[config.mk]
export PLATFORM = sky130hd
export DESIGN_NAME = text_console_writer
export DESIGN_NICKNAME = d
export VERILOG_FILES = /design/src/rtl/text_console_writer.sv
export SDC_FILE = /design/constraint.sdc
export NUM_CORES = 1
export LEC_CHECK = 0
export ABC_CLOCK_PERIOD_IN_PS = 3200
export CORE_MARGIN = 2
export CORE_UTILIZATION = 30
export DETAILED_ROUTE_END_ITERATION = 8
export SETUP_SLACK_MARGIN = 0.02
export SYNTH_ARGS = -nofsm -noshare
export SYNTH_HDL_FRONTEND = slang
export SYNTH_SLANG_ARGS = --single-unit
[constraint.sdc]
create_clock -name CLOCK_50 -period 3.2 [get_ports CLOCK_50]
set_input_delay 0.32 -clock CLOCK_50 [delete_from_list [all_inputs] [get_ports CLOCK_50]]
set_output_delay 0.32 -clock CLOCK_50 [all_outputs]
set_load 0.005 [all_outputs]
[src/rtl/text_console_writer.sv]
// Text console writer: turns a byte stream into writes to a row-major character memory.
// Printable bytes are stored at the cursor. A small set of control codes moves the cursor,
// clears the screen or scrolls it. The memory is an external synchronous-read RAM.
module text_console_writer #(
  parameter int unsigned COLS = 64,
  parameter int unsigned ROWS = 24
) (
  input  logic                            CLOCK_50,
  input  logic                            RESET_N,
  input  logic                            in_valid,
  input  logic [7:0]                      in_data,
  output logic                            in_ready,
  output logic [$clog2(COLS*ROWS)-1:0]    mem_addr,
  output logic [7:0]                      mem_wdata,
  output logic                            mem_we,
  input  logic [7:0]                      mem_rdata,
  output logic [$clog2(COLS)-1:0]         cursor_col,
  output logic [$clog2(ROWS)-1:0]         cursor_row,
  output logic                            busy
);

  localparam int unsigned CW = $clog2(COLS);
  localparam int unsigned RW = $clog2(ROWS);
  localparam int unsigned AW = $clog2(COLS * ROWS);

  localparam logic [CW-1:0] LastCol      = CW'(COLS - 1);
  localparam logic [RW-1:0] LastRow      = RW'(ROWS - 1);
  localparam logic [AW-1:0] ColsA        = AW'(COLS);
  localparam logic [AW-1:0] ClearEnd     = AW'(COLS * ROWS);
  localparam logic [AW-1:0] CopyLast     = AW'((ROWS - 1) * COLS - 1);
  localparam logic [AW-1:0] LastLineBase = AW'((ROWS - 1) * COLS);
  localparam logic [AW-1:0] LineLast     = AW'(COLS - 1);

  localparam logic [2:0] StIdle      = 3'd0;
  localparam logic [2:0] StPut       = 3'd1;
  localparam logic [2:0] StClear     = 3'd2;
  localparam logic [2:0] StScrollRd  = 3'd3;
  localparam logic [2:0] StScrollWr  = 3'd4;
  localparam logic [2:0] StClearLine = 3'd5;

  logic [2:0]    state_q, state_d;
  logic [AW-1:0] cnt_q, cnt_d;
  logic [CW-1:0] col_q, col_d;
  logic [RW-1:0] row_q, row_d;
  logic          we_q, we_d;
  logic [AW-1:0] addr_q, addr_d;
  logic [7:0]    wdata_q, wdata_d;
  // In a scroll write the data is the RAM's registered read output, which only moves on edges.
  logic          fwd_q, fwd_d;
  // PUT advances the cursor for printable bytes; backspace has already moved it.
  logic          adv_q, adv_d;
  logic          in_ready_q, in_ready_d;
  logic          busy_q, busy_d;

  logic [AW-1:0] cur_addr, bs_addr;
  logic [CW-1:0] bs_col;
  logic [RW-1:0] bs_row;

  // Cursor address and the position one step back from the cursor.
  always_comb begin
    bs_col   = (col_q == '0) ? LastCol : col_q - 1'b1;
    bs_row   = (col_q == '0) ? row_q - 1'b1 : row_q;
    cur_addr = AW'(col_q) + AW'(row_q) * ColsA;
    bs_addr  = AW'(bs_col) + AW'(bs_row) * ColsA;
  end

  // Next-state, cursor and memory-port decisions.
  always_comb begin
    state_d = state_q;
    cnt_d   = cnt_q;
    col_d   = col_q;
    row_d   = row_q;
    we_d    = 1'b0;
    addr_d  = addr_q;
    wdata_d = wdata_q;
    fwd_d   = 1'b0;
    adv_d   = adv_q;
    unique case (state_q)
      StIdle: begin
        if (in_valid && in_ready_q) begin
          if (in_data >= 8'h20) begin
            state_d = StPut;
            we_d    = 1'b1;
            addr_d  = cur_addr;
            wdata_d = in_data;
            adv_d   = 1'b1;
          end else begin
            case (in_data)
              8'h0A: begin
                col_d = '0;
                if (row_q == LastRow) begin
                  state_d = StScrollRd;
                  cnt_d   = '0;
                  addr_d  = ColsA;
                end else begin
                  row_d = row_q + 1'b1;
                end
              end
              8'h0D: col_d = '0;
              8'h08: begin
                if (!(col_q == '0 && row_q == '0)) begin
                  col_d   = bs_col;
                  row_d   = bs_row;
                  state_d = StPut;
                  we_d    = 1'b1;
                  addr_d  = bs_addr;
                  wdata_d = 8'h00;
                  adv_d   = 1'b0;
                end
              end
              8'h0C: begin
                state_d = StClear;
                cnt_d   = '0;
              end
              default: ;
            endcase
          end
        end
      end
      StPut: begin
        state_d = StIdle;
        if (adv_q) begin
          if (col_q == LastCol) begin
            col_d = '0;
            if (row_q == LastRow) begin
              state_d = StScrollRd;
              cnt_d   = '0;
              addr_d  = ColsA;
            end else begin
              row_d = row_q + 1'b1;
            end
          end else begin
            col_d = col_q + 1'b1;
          end
        end
      end
      StClear: begin
        if (cnt_q == ClearEnd) begin
          state_d = StIdle;
          col_d   = '0;
          row_d   = '0;
        end else begin
          we_d    = 1'b1;
          addr_d  = cnt_q;
          wdata_d = 8'h00;
          cnt_d   = cnt_q + 1'b1;
        end
      end
      StScrollRd: begin
        state_d = StScrollWr;
        we_d    = 1'b1;
        addr_d  = cnt_q;
        fwd_d   = 1'b1;
      end
      StScrollWr: begin
        if (cnt_q == CopyLast) begin
          state_d = StClearLine;
          cnt_d   = '0;
          we_d    = 1'b1;
          addr_d  = LastLineBase;
          wdata_d = 8'h00;
        end else begin
          state_d = StScrollRd;
          cnt_d   = cnt_q + 1'b1;
          addr_d  = cnt_q + ColsA + AW'(1);
        end
      end
      StClearLine: begin
        if (cnt_q == LineLast) begin
          state_d = StIdle;
          cnt_d   = '0;
        end else begin
          cnt_d   = cnt_q + 1'b1;
          we_d    = 1'b1;
          addr_d  = addr_q + 1'b1;
          wdata_d = 8'h00;
        end
      end
      default: state_d = StIdle;
    endcase
    in_ready_d = (state_d == StIdle);
    busy_d     = (state_d != StIdle);
  end

  // State and registered outputs; reset lands in CLEAR so the screen is wiped afterwards.
  always_ff @(posedge CLOCK_50 or negedge RESET_N) begin
    if (!RESET_N) begin
      state_q    <= StClear;
      cnt_q      <= '0;
      col_q      <= '0;
      row_q      <= '0;
      we_q       <= 1'b0;
      addr_q     <= '0;
      wdata_q    <= 8'h00;
      fwd_q      <= 1'b0;
      adv_q      <= 1'b0;
      in_ready_q <= 1'b0;
      busy_q     <= 1'b1;
    end else begin
      state_q    <= state_d;
      cnt_q      <= cnt_d;
      col_q      <= col_d;
      row_q      <= row_d;
      we_q       <= we_d;
      addr_q     <= addr_d;
      wdata_q    <= wdata_d;
      fwd_q      <= fwd_d;
      adv_q      <= adv_d;
      in_ready_q <= in_ready_d;
      busy_q     <= busy_d;
    end
  end

  assign in_ready   = in_ready_q;
  assign busy       = busy_q;
  assign mem_we     = we_q;
  assign mem_addr   = addr_q;
  assign mem_wdata  = fwd_q ? mem_rdata : wdata_q;
  assign cursor_col = col_q;
  assign cursor_row = row_q;

endmodule

# --- Word level (Yosys, flattened, before mapping) ---
# Cells that the tools add are included.
op_classes:
  eq_ne: 31
  n_lt_le_gt_ge: 1
  addsub: 10
  n_mux: 73
  reduce_logical: 19
op_table:
  columns: ["op", "n"]
  rows:
  - ["11-bit two-way mux", 17]
  - ["11-bit one-hot mux with 6 select lines", 1]
  - ["8-bit two-way mux", 8]
  - ["11-bit one-hot mux with 5 select lines", 1]
  - ["11-bit one-hot mux with 2 select lines", 2]
  - ["6-bit two-way mux", 7]
  - ["5-bit two-way mux", 8]
  - ["11-bit by 1-bit adder with 11-bit output, second input constant", 3]
  - ["8-bit by 4-bit == test with 1-bit output, second input constant", 4]
  - ["8-bit one-hot mux with 4 select lines", 1]
  - ["6-bit by 11-bit adder with 11-bit output", 2]
  - ["11-bit == test, second input constant", 2]
  - ["3-bit two-way mux", 7]
  - ["7-bit AND reduction", 3]
  - ["2-bit inequality test, second input constant", 9]
  - ["3-bit one-hot mux with 6 select lines", 1]
  - ["6-bit one-hot mux with 3 select lines", 1]
  - ["8-bit AND reduction", 2]
  - ["5-bit one-hot mux with 3 select lines", 1]
  - ["6-bit one-hot mux with 2 select lines", 1]
  - ["11-bit by 7-bit adder with 11-bit output, second input constant", 1]
  - ["11-bit by 6-bit == test with 1-bit output, second input constant", 1]
  - ["1-bit two-way mux", 11]
  - ["5-bit one-hot mux with 2 select lines", 1]
  - ["29 further kinds", 39]
totals:
  reg_bits: 49
  inputBits: 19
  word_cells: 145

# --- Depth between registers and ports, before layout ---
# Gate-level depths: netlist (run 1).
logic_depth:
  depth_word: 8
  ltp_mapped: 9
  mapped_depth_nobuf: 8

# --- Least setup slack after synthesis (run 1) ---
# Ideal clock, no wire load.
synth_timing:
  kind: "reg2reg"
  startpoint: "reg row_q[0], in the netlist cursor_row[0]"
  endpoint: "reg row_q[0], in the netlist cursor_row[0]"
  arrival_ps: 2246
  path_buffers: 0
  setup_time_ps: 131
  synth_period_minus_slack_ps: 2377
  slack_ps: 823
  stages_incl_launch_ff: 9
  required_ps: 3069
  path_cell_list: "dfrtp_1 -> inv_1 -> ha_1 -> or4b_1 -> or4_4 -> o21a_4 -> o2111ai_4 -> o21bai_1 -> a21oi_1"
synth_between:
  elab_chain_len: 7
  word_cells_on_any_way: 16
  cone_classes: "add/sub: 2; eq/ne: 2; mux: 9; reduce/logical: 3"
synth_rtl:
  columns: ["element", "line", "rtl"]
  rows:
  - ["start: declaration", "44", "logic [RW-1:0] row_q, row_d;"]
  - ["start signal: assignment", "203", "row_q <= row_d;"]
  - ["5-bit by 1-bit subtractor with 5-bit output", "62", "bs_row = (col_q == '0) ? row_q - 1'b1 : row_q;"]
  - ["5-bit two-way mux", "62", null]
  - ["5-bit two-way mux", "101", "if (!(col_q == '0 && row_q == '0)) begin"]
  - ["5-bit one-hot mux with 2 select lines", "88", "case (in_data)"]
  - ["5-bit two-way mux", "81", "if (in_data >= 8'h20) begin"]
  - ["5-bit two-way mux", "80", "if (in_valid && in_ready_q) begin"]
  - ["5-bit one-hot mux with 3 select lines", "78", "unique case (state_q)"]
# Several ways; a longest one is shown, not always the timed one. The select of a mux whose other input is x is not followed.
# A chain may end at the register's enable or synchronous reset.

# --- Worst setup path in the final report (run 1) ---
layout_timing:
  startpoint: "reg state_q[2]"
  endpoint: "reg addr_q[7], in the netlist mem_addr[7]"
layout_between:
  elab_chain_len: 3
  word_cells_on_any_way: 16
  cone_classes: "eq/ne: 12; mux: 1; reduce/logical: 3"
layout_rtl:
  columns: ["element", "line", "rtl"]
  rows:
  - ["start: declaration", "41", "logic [2:0] state_q, state_d;"]
  - ["start signal: assignment", "188", "state_q <= StClear;"]
  - ["start signal: assignment", "200", "state_q <= state_d;"]
  - ["3-bit == test (tied with other cells)", "78", null]
  - ["6-bit nonzero test (no source line) (tied with other cells)", null, null]
  - ["8-bit AND reduction (no source line)", null, null]
  - ["end signal: assignment", "205", "addr_q <= addr_d;"]
  - ["end: declaration", "46", "logic [AW-1:0] addr_q, addr_d;"]
# Several ways; a longest one is shown, not always the timed one.

==> impl_metrics.tcl, run 1 <==
set metrics [dict create \
    rrSetupSlack_ns 0.56 \
    finalHoldViolCount 0 \
    max_freq_mhz 378 \
    pin_count 52 \
    global_route_wire_length_before_repair_um 22300 \
    port-buffer-count 51 \
    grt_start_max_net_pins 50 \
    postRouteWirelength_um 14000 \
    layout.cells.most_common "o21ai_0" \
    place.gp.congestion 0.896 \
    dieHeight_um 122 \
    critPathRequiredTime_ns 3.42 \
    synthArstFlopShare_pct 100 \
    detail-route-antenna-nets 0 \
    synth_enable_flop_cells 0 \
    first_global_vias 4116 \
    detail_route.drc_violations 0 \
    cts_resized 0 \
    wl_per_cell_um 18.7 \
    most-common-layout-cells "o21ai_0 (64), nand2_1 (62), clkdlybuf4s50_1 (50)" \
    placement_rows 43 \
    finalClockSkew_ns 0.00552 \
    fp.dieArea_um2 15000 \
    detailedPlacementHpwl_um 10300 \
    run_status "finished, final reports clean" \
    timing.critical_path.arrival_ns 2.86 \
    tritoncts.num_buffers 5 \
    final_max_slew_viol_count 0 \
    postLayoutCellArea_um2 5010 \
    cts_root_buf "clkbuf_16" \
    nets 595 \
    leakage_uw 0.00188 \
    synth_nets 560 \
    netlist-cell-type-count 78 \
    iteration_0_drc_count_of_the_detailed_router 554 \
    synth_area_um2 4210 \
    route.detailed.vias_per_inst 5.84 \
    cap_violations 0 \
    synth_flop_cell "dfrtp_1" \
    clock_tree_from_tritoncts "built" \
    final-setup-viol-count 0 \
    timing.final.crit_share_pct 82.6 \
    worst_slew_pin_slew_ns 1.11 \
    antenna_found_initial 0 \
    synth_sequential_area_ratio_pct 29.2 \
    grt_setup_unrepaired "no" \
    worstPathMaxFanout 20 \
    vdd.ir_drop.worst_v 0.000164 \
    layout-area-overhead-vs-synth_pct 19.0 \
    initial_core_utilization_pct 30.6 \
    fraction_of_layout_instances_using_a_drive_strength_above_1_pct 8.27 \
    timing.setup.critical_path_class "reg -> reg" \
    cts_sinks 49 \
    cts.path.max_buffers 2 \
    postCtsSetupRepairBufs 0 \
    r2r_end "mem_addr[7]" \
    power.density_nw_per_um2 256 \
    slew_headroom_pct 25.9 \
    detailroute.via_count 4368 \
    synth-seq-cells 49 \
    rr_worst_depth 5 \
    worst_setup_path_end_kind "register" \
    drt_first_pass_iters 6 \
    core_um2 13800 \
    clk_pin_slew_ns 0.07 \
    num_antenna_cells 0 \
    start_kind "register" \
    cts_htree_levels 2 \
    postSynthAreaPerCell_um2 7.91 \
    fin_cells 748 \
    grtUsageTotal_pct 18.9 \
    syn-instance-count 532 \
    congestion_overflow_gr 0 \
    cts-hold-fix-buffers 0 \
    placedCellCount 740 \
    die_width_um 122 \
    hold_path_class "in -> async" \
    fillcell_total 1437 \
    placedInstanceArea_um2 4860 \
    clkLatencyLatePin_ns 0.30 \
    fin_tns_setup_ns 0 \
    worst_r2r_startpoint "state_q[2]" \
    final_period_minus_worst_setup_slack_ns 2.64 \
    yosysWarnings 0 \
]
area by class of cell:
cell class	count	area, um2	share of cell area (%)
multi-input cells	424	2710	54.1
flip-flops and latches	49	1230	24.5
repair buffers	65	611	12.2
well taps	180	225	4.49
clock buffers	6	139	2.77
inverters	22	82.6	1.65
clock inverters	2	16.3	0.325
synthesized netlist by cell type (all sizes together) (11+ instances only):
master / instances / area share [%]
o21ai: 67 / 8.1
nand2: 62 / 5.5
dfrtp: 47 / 28
nor2: 40 / 3.6
a21oi: 24 / 2.9
inv: 22 / 2.0
buf: 19 / 3.0
nor3: 19 / 2.4
clkbuf: 18 / 1.6
nand3: 18 / 2.1
and3: 13 / 2.0
mux2i: 11 / 2.6
worst max-delay path, stage by stage, from the launching register on:
cell and delay, ns:
dfrtp_1 0.63, nor3_1 0.63, a21oi_1 0.35, nor4_1 0.61, a211oi_1 0.15, o21ai_0 0.18
cell families after synthesis:
group / Yosys count / share of synthesized area [%]
AND/OR/NAND/NOR: 207 / 25.3
AO/OA/AOI/OAI: 177 / 29.3
buffers and inverters: 59 / 6.57
flip-flops: 49 / 29.2
XOR/XNOR: 18 / 3.74
multiplexers: 13 / 3.15
adder cells (fa/ha/maj): 9 / 2.67
worst max path at each step:
stage / slack, ns / startpoint / cells past startpoint / endpoint
after floorplan: 0.82 / cursor_row[0] / 8 / cursor_row[0]
after CTS: 0.57 / cursor_row[0] / 8 / cursor_row[0]
final: 0.56 / state_q[2] / 5 / mem_addr[7]
after global placement: 0.37 / in_data[3] / 7 / mem_addr[5]
after global routing: 0.29 / cursor_col[1] / 7 / mem_addr[5]
after detailed placement: 0.40 / in_data[3] / 7 / mem_addr[5]
routing by layer:
layer / routed length, um / GRT usage, % / up-vias
met5: 0 / 0 / -
met4: 300 / 6.47 / 0
met3: 977 / 2.74 / 21
met2: 6600 / 30.8 / 201
met1: 6100 / 25.7 / 2104
li1: - / - / 2042
power by group:
part / total [uW] / switching [uW] / internal (uW)
Clock: 571 / 256 / 315
Sequential: 627 / 1.46 / 625
Combinational: 85.2 / 44.5 / 40.7
Total: 1280 / 302 / 981
state kept, by name, indices dropped and copies added, names as in the netlist:
signal,count
cnt_q,11
mem_addr,11
wdata_q,8
cursor_col,6
cursor_row,5
state_q,3
adv_q,1
busy,1
fwd_q,1
in_ready,1
mem_we,1
stage by stage:
step	util [%]	hold slack [ns]	power, uW	setup slack, ns
floorplan	-	0.0244	667	0.823
global placement	35.3	0.503	724	0.372
detailed placement	35.3	0.506	725	0.398
CTS	36.4	0.290	1290	0.568
global route	36.4	0.328	1320	0.293
finish	36.4	0.233	1280	0.556
No activity file was read; power rests on OpenSTA's default activity.
==> inputs of run 2 (changes only) <==
--- a/config.mk
+++ b/config.mk
@@ -5,7 +5,7 @@
 export SDC_FILE = /design/constraint.sdc
 export NUM_CORES = 1
 export LEC_CHECK = 0
-export ABC_CLOCK_PERIOD_IN_PS = 3200
+export ABC_CLOCK_PERIOD_IN_PS = 2450
 export CORE_MARGIN = 2
 export CORE_UTILIZATION = 30
 export DETAILED_ROUTE_END_ITERATION = 8
==> constraint.sdc (replaced) <==
create_clock -name CLOCK_50 -period 2.45 [get_ports CLOCK_50]
set_input_delay 0.245 -clock CLOCK_50 [delete_from_list [all_inputs] [get_ports CLOCK_50]]
set_output_delay 0.245 -clock CLOCK_50 [all_outputs]
set_load 0.005 [all_outputs]
==> run 2 against run 1 <==
- cell count rose by 8.8%
- critical path type unchanged
- non-clock buffer count rose by 65
- first-iteration DRC count fell by 4.3%
- largest power group unchanged
- cell area rose by 12%
- sequential power rose by 30%
==> impl_metrics.tcl, run 2 (synthesis results as in run 1) <==
set metrics [dict create \
    run_status "finished, final reports clean" \
    pin_count 52 \
    power.density_nw_per_um2 296 \
    port-buffer-count 51 \
    grt_setup_unrepaired "yes" \
    dieHeight_um 122 \
    fin_cells 814 \
    nets 661 \
    clkLatencyLatePin_ns 0.30 \
    layout-area-overhead-vs-synth_pct 33.4 \
    worst_slew_pin_slew_ns 0.501 \
    initial_core_utilization_pct 30.6 \
    grt_start_max_net_pins 50 \
    final-setup-viol-count 0 \
    worst_setup_path_end_kind "register" \
    finalClockSkew_ns 0.00735 \
    cts_root_buf "clkbuf_16" \
    final_period_minus_worst_setup_slack_ns 2.35 \
    vdd.ir_drop.worst_v 0.000215 \
    global_route_wire_length_before_repair_um 23200 \
    clock_network_power_share_pct 43.1 \
    most-common-layout-cells "buf_4 (74), o21ai_0 (63), nand2_1 (62)" \
    timing.critical_path.arrival_ns 2.53 \
    core_um2 13800 \
    switching_share_pct 24.0 \
    share_seq_of_total_power_pct 49.2 \
    final_max_slew_viol_count 0 \
    worstPathMaxFanout 5 \
    postRouteWirelength_um 14700 \
    fin_tns_setup_ns 0 \
    detailroute.via_count 4656 \
    slew_headroom_pct 66.4 \
    critPathRequiredTime_ns 2.63 \
    hold_path_class "in -> async" \
    tritoncts.num_buffers 5 \
    setup_ws_final_ns 0.0953 \
    route.detailed.vias_per_inst 5.72 \
    fraction_of_layout_instances_using_a_drive_strength_above_1_pct 19.7 \
    finalHoldViolCount 0 \
    drt_first_pass_iters 6 \
    detail-route-antenna-nets 0 \
    grtUsageTotal_pct 19.7 \
    detail_route.drc_violations 0 \
    timing.setup.critical_path_class "reg -> reg" \
    timing.final.crit_share_pct 96.1 \
    leakage_uw 0.00224 \
    start_kind "register" \
    cts.path.max_buffers 2 \
    placedCellCount 803 \
    num_antenna_cells 0 \
    first_global_vias 4441 \
    fp.dieArea_um2 15000 \
    detailedPlace.worstSlack_ns -0.167 \
    layout.cells.most_common "buf_4" \
    cts_htree_levels 2 \
    placement_rows 43 \
    max_freq_mhz 425 \
    power.combinational.fraction_pct 7.7 \
    cap_violations 0 \
    wl_per_cell_um 18.0 \
    congestion_overflow_gr 0 \
    place.gp.congestion 0.934 \
    antenna_found_initial 0 \
    cts_sinks 49 \
    clk_pin_slew_ns 0.07 \
    clock_tree_from_tritoncts "built" \
    power_report.internal_total_uw 1270 \
    power.net_switching_uw 399 \
    final_cell_utilization_of_the_core_pct 40.8 \
    detailedPlacementHpwl_um 11000 \
    iteration_0_drc_count_of_the_detailed_router 530 \
    die_width_um 122 \
]
## run 2: what timing repair did
action	in CTS	in global routing
hold endpoints to repair	47	0
pin swaps	0	2
cloned	0	1
buffers inserted	0	1
resized for setup	2	16
setup endpoints to repair	2	25
hold buffers	1	0
## run 2: worst max-delay path, stage by stage (launching register included)
cell and delay, ns:
dfrtp_1 0.39, inv_2 0.08, ha_4 0.12, or4b_4 0.49
or4_4 0.48, o21a_4 0.27, o2111ai_4 0.16, o21bai_1 0.16
a21oi_1 0.09
## run 2: final cells by class
cell class	instances	area, um2
clock inverter	3	25.0
timing repair buffer	130	1140
multi-input combinational	425	2790
tap	180	225
inverter	22	82.6
clock buffer	5	125
fill	1412	8160
sequential	49	1230
## run 2: path summary, 6_finish.rpt
check | start | to | slack [ns] | cells after the start
min in group CLOCK_50 | wdata_q[2] | wdata_q[2] | 0.51 | 2
hold / removal | RESET_N | wdata_q[7] | 0.47 | 3
hold reg to reg | wdata_q[2] | wdata_q[2] | 0.51 | 2
setup reg to reg | cursor_row[0] | cursor_row[0] | 0.1 | 8
setup / recovery | cursor_row[0] | cursor_row[0] | 0.1 | 8
max in group asynchronous | RESET_N | busy | 1.70 | 3
## run 2: per-stage QoR
step | power [uW] | cell area, um2 | hold slack (ns)
floorplan | 871 | 4210 | -0.0506
global placement | 958 | 5370 | 0.252
detailed placement | 960 | 5370 | 0.258
CTS | 1680 | 5530 | 0.487
global route | 1720 | 5620 | 0.502
finish | 1660 | 5620 | 0.468
## run 2: layer usage
layer  GRT usage (%)  routed length [um]
met1            26.5                6440
met2            32.7                6910
met3            3.30                1000
met4            5.32                 300
met5               0                   0
## run 2: power groups by stage
stage / Sequential, uW / Clock, uW / Combinational (uW)
2_1_floorplan: 834 / 0 / 37.1
3_3_place_gp: 834 / 0 / 124
3_5_place_dp: 834 / 0 / 126
4_1_cts: 818 / 738 / 128
5_1_grt: 819 / 760 / 140
6_report: 818 / 718 / 128
==> inputs of run 3 (changes only) <==
--- a/config.mk
+++ b/config.mk
@@ -10,6 +10,7 @@
 export CORE_UTILIZATION = 30
 export DETAILED_ROUTE_END_ITERATION = 8
 export SETUP_SLACK_MARGIN = 0.02
+export SLEW_MARGIN = 20
 export SYNTH_ARGS = -nofsm -noshare
 export SYNTH_HDL_FRONTEND = slang
 export SYNTH_SLANG_ARGS = --single-unit
==> results of run 3 <==
Same layout as run 2: the final DEF is identical, and so are final timing and power.
==> RTL edit 1: new RTL, settings of run 2 <==
Set the parameter `ROWS` to 12 (it was 24).
--- a/src/rtl/text_console_writer.sv
+++ b/src/rtl/text_console_writer.sv
@@ -5,3 +5,3 @@
   parameter int unsigned COLS = 64,
-  parameter int unsigned ROWS = 24
+  parameter int unsigned ROWS = 12
 ) (
Ports: changed (resized cursor_row and mem_addr); port bits go from 52 to 50. The function was not compared with the original's and may differ.
==> RTL edit 1 against run 2 <==
- cell count shrank 10%
- non-clock buffer count fell by 15
- area after synthesis is 10% lower
- setup slack better by 0.012 ns
- cell area down 10%
- sequential cell count is 3 lower
- routed wire length decreased by 10%
- utilization is 0.79 points higher
- fmax increased by 0.53%
- power shrank 7.5%
- critical endpoint is now cursor_row[3]
==> RTL edit 1: results (changes against run 2) <==
Status - complete, no violations
Yosys cell types - 67 (-14%)
Buffering overhead - 0.204 (+0.00106)
Post-DR wirelength/cell - 17.9 um (-0.56%)
Post-synth top cells - dfrtp_1 (44), nand2_1 (40), nor2_1 (35), o21ai_0 (35)
Non-clk bufs - 115 (-12%)
Clk Latency, worst-skew pair - 0.29 ns
Seq/Total Area, Yosys - 0.305 (+0.0136)
Leakage - 2.05 nW (-8.5%)
Count of multi-input gates - 385 (-9.4%)
Mux share of post-synthesis cell area - 0.0321 (+0.000629)
Post-Synth Adder-Cell Area - 0.0298 (+0.00307)
TritonRoute pass-1 iters - 5 (-1)
NumNets Final - 593 (-10%)
DP Worst Slack - -0.170 ns (-0.00303 ns)
Initial DRC Count - 433 (-18%)
Gr usage total - 0.198 (+0.000608)
Vias per cell - 5.83 (+2.0%)
Avg Inst Size Synth - 7.92 sq um (about the same)
Largest net degree at the start of global routing - 47 (-6.0%)
Pin slew with the least headroom to its limit - 0.697 ns (+0.196 ns)
First-pass GRT wire length - 21.2 mm (-8.9%)
CP max-delay cell - or4_4
Main area contributors after synthesis - dfrtp_1 (29%), o21ai_0 (4.6%), nand2_1 (4.0%), nor2_1 (3.5%), a21oi_1 (3.3%)
Cts repair resizes - 0 (-2)
Clock group power - 0.658 mW (-8.4%)
Vias in the first global route - 4059 (-8.6%)
Share of cells above drive strength 1 - 0.177 (-0.0202)
Compound-gate portion of the synthesized area - 0.326 (+0.0323)
Sequential share of power - 0.493 (about the same)
Final HPWL DP - 9.83 mm (-11%)
CLK BUF - 7 (+2)
Syn_nets - 505 (-9.8%)
Power density cells - 305 nW/um^2 (+2.8%)
Reg area - 1150 sq um (-6.2%)
FILL cells - 1240 (-12%)
Max VDD drop - 0.000258 V (+20%)
Clk cell area share - 0.0262 (-0.000495)
Worst EP arrival - 2.50 ns (-0.03 ns)
Routability-driven placement congestion ratio - 0.946 (+1.3%)
Clk pin slew, worst setup/hold paths - 0.06 ns
Non-Clock Inverter Count - 12 (-45%)
Cell Count Post-Placement - 725 (-9.7%)
Multi-input combinational area share - 0.491 (-0.00549)
Clock sinks - 46 (-6.1%)
Slowest stage delay, CP - 0.53 ns (+0.04 ns)
Vias - 4277 (-8.1%)
XOR/XNOR share of the synthesized area - 0.0232 (-0.0143)
Worst clock skew - 0.00699 ns (-0.000362 ns)
IO Port Bufs - 49 (-3.9%)
Switching share of total power - 0.220 (-0.0198)
RTL edit 1: path summary, 6_finish.rpt:
path,startpoint,to,slack [ns],cells past startpoint
max,cnt_q[0],cursor_row[3],0.11,9
min,RESET_N,cursor_col[0],0.45,3
max reg2reg,cnt_q[0],cursor_row[3],0.11,9
min reg2reg,wdata_q[5],wdata_q[5],0.53,2
max in group asynchronous,RESET_N,busy,1.67,3
min in group CLOCK_50,wdata_q[5],wdata_q[5],0.53,2
RTL edit 1: metal layers:
metal	wire length, um	vias up	part of all wire	global-route usage
met4	213	0	0.016	0.0484
met1	5980	2064	0.46	0.281
met3	998	21	0.076	0.0394
met5	0	-	0	0
li1	-	1999	-	-
met2	5930	193	0.45	0.310
RTL edit 1: per-stage QoR:
| stage | instance area, sq um | util |
|---|---|---|
| 2_1_floorplan | 3780 | - |
| 3_3_place_gp | 4870 | 0.401 |
| 3_5_place_dp | 4870 | 0.401 |
| 4_1_cts | 5020 | 0.413 |
| 5_1_grt | 5060 | 0.416 |
| 6_report | 5060 | 0.416 |
==> RTL edit 2: new RTL, config.mk and constraints of run 2 <==
Made on the original files. Take the reset off `addr_q` and `wdata_q` and load them in a clocked block of their own.
--- a/src/rtl/text_console_writer.sv
+++ b/src/rtl/text_console_writer.sv
@@ -192,4 +192,2 @@
       we_q       <= 1'b0;
-      addr_q     <= '0;
-      wdata_q    <= 8'h00;
       fwd_q      <= 1'b0;
@@ -204,4 +202,2 @@
       we_q       <= we_d;
-      addr_q     <= addr_d;
-      wdata_q    <= wdata_d;
       fwd_q      <= fwd_d;
@@ -211,2 +207,7 @@
     end
+  end
+
+  always_ff @(posedge CLOCK_50) begin
+    addr_q  <= addr_d;
+    wdata_q <= wdata_d;
   end
Check against the original RTL: differs if RESET_N is asserted again (counterexample within 4 cycles, from zero or initial values and one cycle with RESET_N low); with RESET_N held inactive, the same outputs for 10 cycles.
==> RTL edit 2 against run 2 <==
- area after synthesis is 0.86% higher
- cell count shrank 1.5%
- sequential cell count stayed put
- critical path depth shrank 1
- routed wire length is 11% higher
- setup slack got worse by 0.075 ns
- cell area grew 3.4%
- critical path type unchanged
- critical endpoint is now cursor_col[4]
- largest cell class unchanged
Power is left out: it rests on default switching activity, and per cell area and clock period it moved more than threefold.
==> RTL edit 2: results (changes against run 2) <==
Status - complete, no violations
GR Util met2 - 0.355 (+0.0279)
Post-synth ARST share - 0.612 (-0.388)
Critical R2R Capture - cursor_col[4]
Largest net degree at the start of global routing - 31 (-38%)
DP Worst Slack - -0.210 ns (-0.0434 ns)
FF-to-FF path depth - 7 (-1)
Syn_nets - 538 (-3.9%)
Vias - 4696 (+0.86%)
Main area contributors after synthesis - dfrtp_1 (16%), edfxtp_1 (13%), a21oi_1 (3.9%), nand2_1 (3.0%), and3_1 (2.9%)
Post-Synthesis Cells - 510 (-4.1%)
Max_slew headroom - 0.631 (-0.0326)
Final HPWL DP - 12.4 mm (+12%)
Vias in the first global route - 4451 (+0.23%)
Final Instance Area - 5810 sq um (+3.4%)
Share of cells above drive strength 1 - 0.248 (+0.0504)
Yosys warning total - 0 (unchanged)
Clock Tree Buf Depth - 2 (unchanged)
GR Util met1 - 0.288 (+0.0227)
Worst clock skew - 0.00500 ns (-0.00235 ns)
Grt met3 use - 0.0318 (-0.00117)
Placed cell areas - 5500 sq um (+2.4%)
TritonRoute pass-1 iters - 7 (+1)
Worst flop-to-flop path startpoint - cnt_q[0]
Top_reg_cell synth - dfrtp_1
Seq/Total Area, Yosys - 0.312 (+0.0199)
Post-DR wirelength/cell - 20.2 um (+12%)
Worst EP arrival - 2.60 ns (+0.07 ns)
Vias per cell - 5.86 (+2.4%)
NumNets Final - 649 (-1.8%)
Fin Hold WS - 0.350 ns (-0.118 ns)
Number of flops mapped to enable cells by yosys - 19 (+19)
Routability-driven placement congestion ratio - 0.959 (+2.7%)
CTS HTree Levels - 2 (unchanged)
First-pass GRT wire length - 24.7 mm (+6.3%)
Reg2reg setup slack - 0.02 ns (-0.07 ns)
Cell Count Post-Placement - 789 (-1.7%)
Post-synth top cells - nand2_1 (34), a21oi_1 (33), clkbuf_1 (32), nor2_1 (31), dfrtp_1 (28)
IO Port Bufs - 51 (unchanged)
FILL cells - 1343 (-4.9%)
==> RTL edit 2: logic make-up after synthesis <==
kind of cell | after synthesis | share of synthesized area
flip-flops | 49 | 0.312
adder cells (fa/ha/maj) | 9 | 0.0265
buffers and inverters | 63 | 0.0622
AO/OA/AOI/OAI | 168 | 0.278
XOR/XNOR | 17 | 0.0351
multiplexers | 12 | 0.0309
AND/OR/NAND/NOR | 192 | 0.256
==> RTL edit 2: worst max-delay path by stage <==
stage,start,to,slack [ns],cells after the start
2_1_floorplan,cnt_q[0],cursor_row[2],0.02,7
5_1_grt,cnt_q[0],cursor_col[4],-0.06,7
4_1_cts,cnt_q[0],cursor_row[0],0.003,7
6_report,cnt_q[0],cursor_col[4],0.02,7
3_5_place_dp,in_data[2],mem_addr[10],-0.21,8
3_3_place_gp,in_data[2],mem_addr[10],-0.22,8
==> RTL edit 2: final cells by class <==
| cell class | count | share of cell area |
|---|---|---|
| inverters | 19 | 0.0123 |
| flip-flops and latches | 49 | 0.228 |
| clock buffers | 7 | 0.0271 |
| well taps | 180 | 0.0388 |
| multi-input cells | 398 | 0.477 |
| clock inverters | 1 | 0.00151 |
| repair buffers | 148 | 0.215 |
==> RTL edit 2: per-layer routing <==
metal / wire length, um / vias up
met5: 0 / -
met1: 7200 / 2275
li1: - / 2191
met3: 1090 / 25
met4: 340 / 0
met2: 7610 / 205
==> RTL edit 2: critical path, stage by stage, from the launching register on <==
cell and delay (ns):
dfrtp_1 0.39, inv_2 0.06, ha_1 0.13, or4b_4 0.46, o31a_4 0.32, or4_4 0.60, o31ai_4 0.24, o21ai_1 0.10
==> RTL edit 2: repair_timing <==
item | CTS | global route
gates resized for setup | 2 | 25
endpoints found under the setup margin | 4 | 41
cloned | 0 | 1
hold buffers | 0 | 0
pin swaps | 2 | 7
setup buffers | 1 | 3
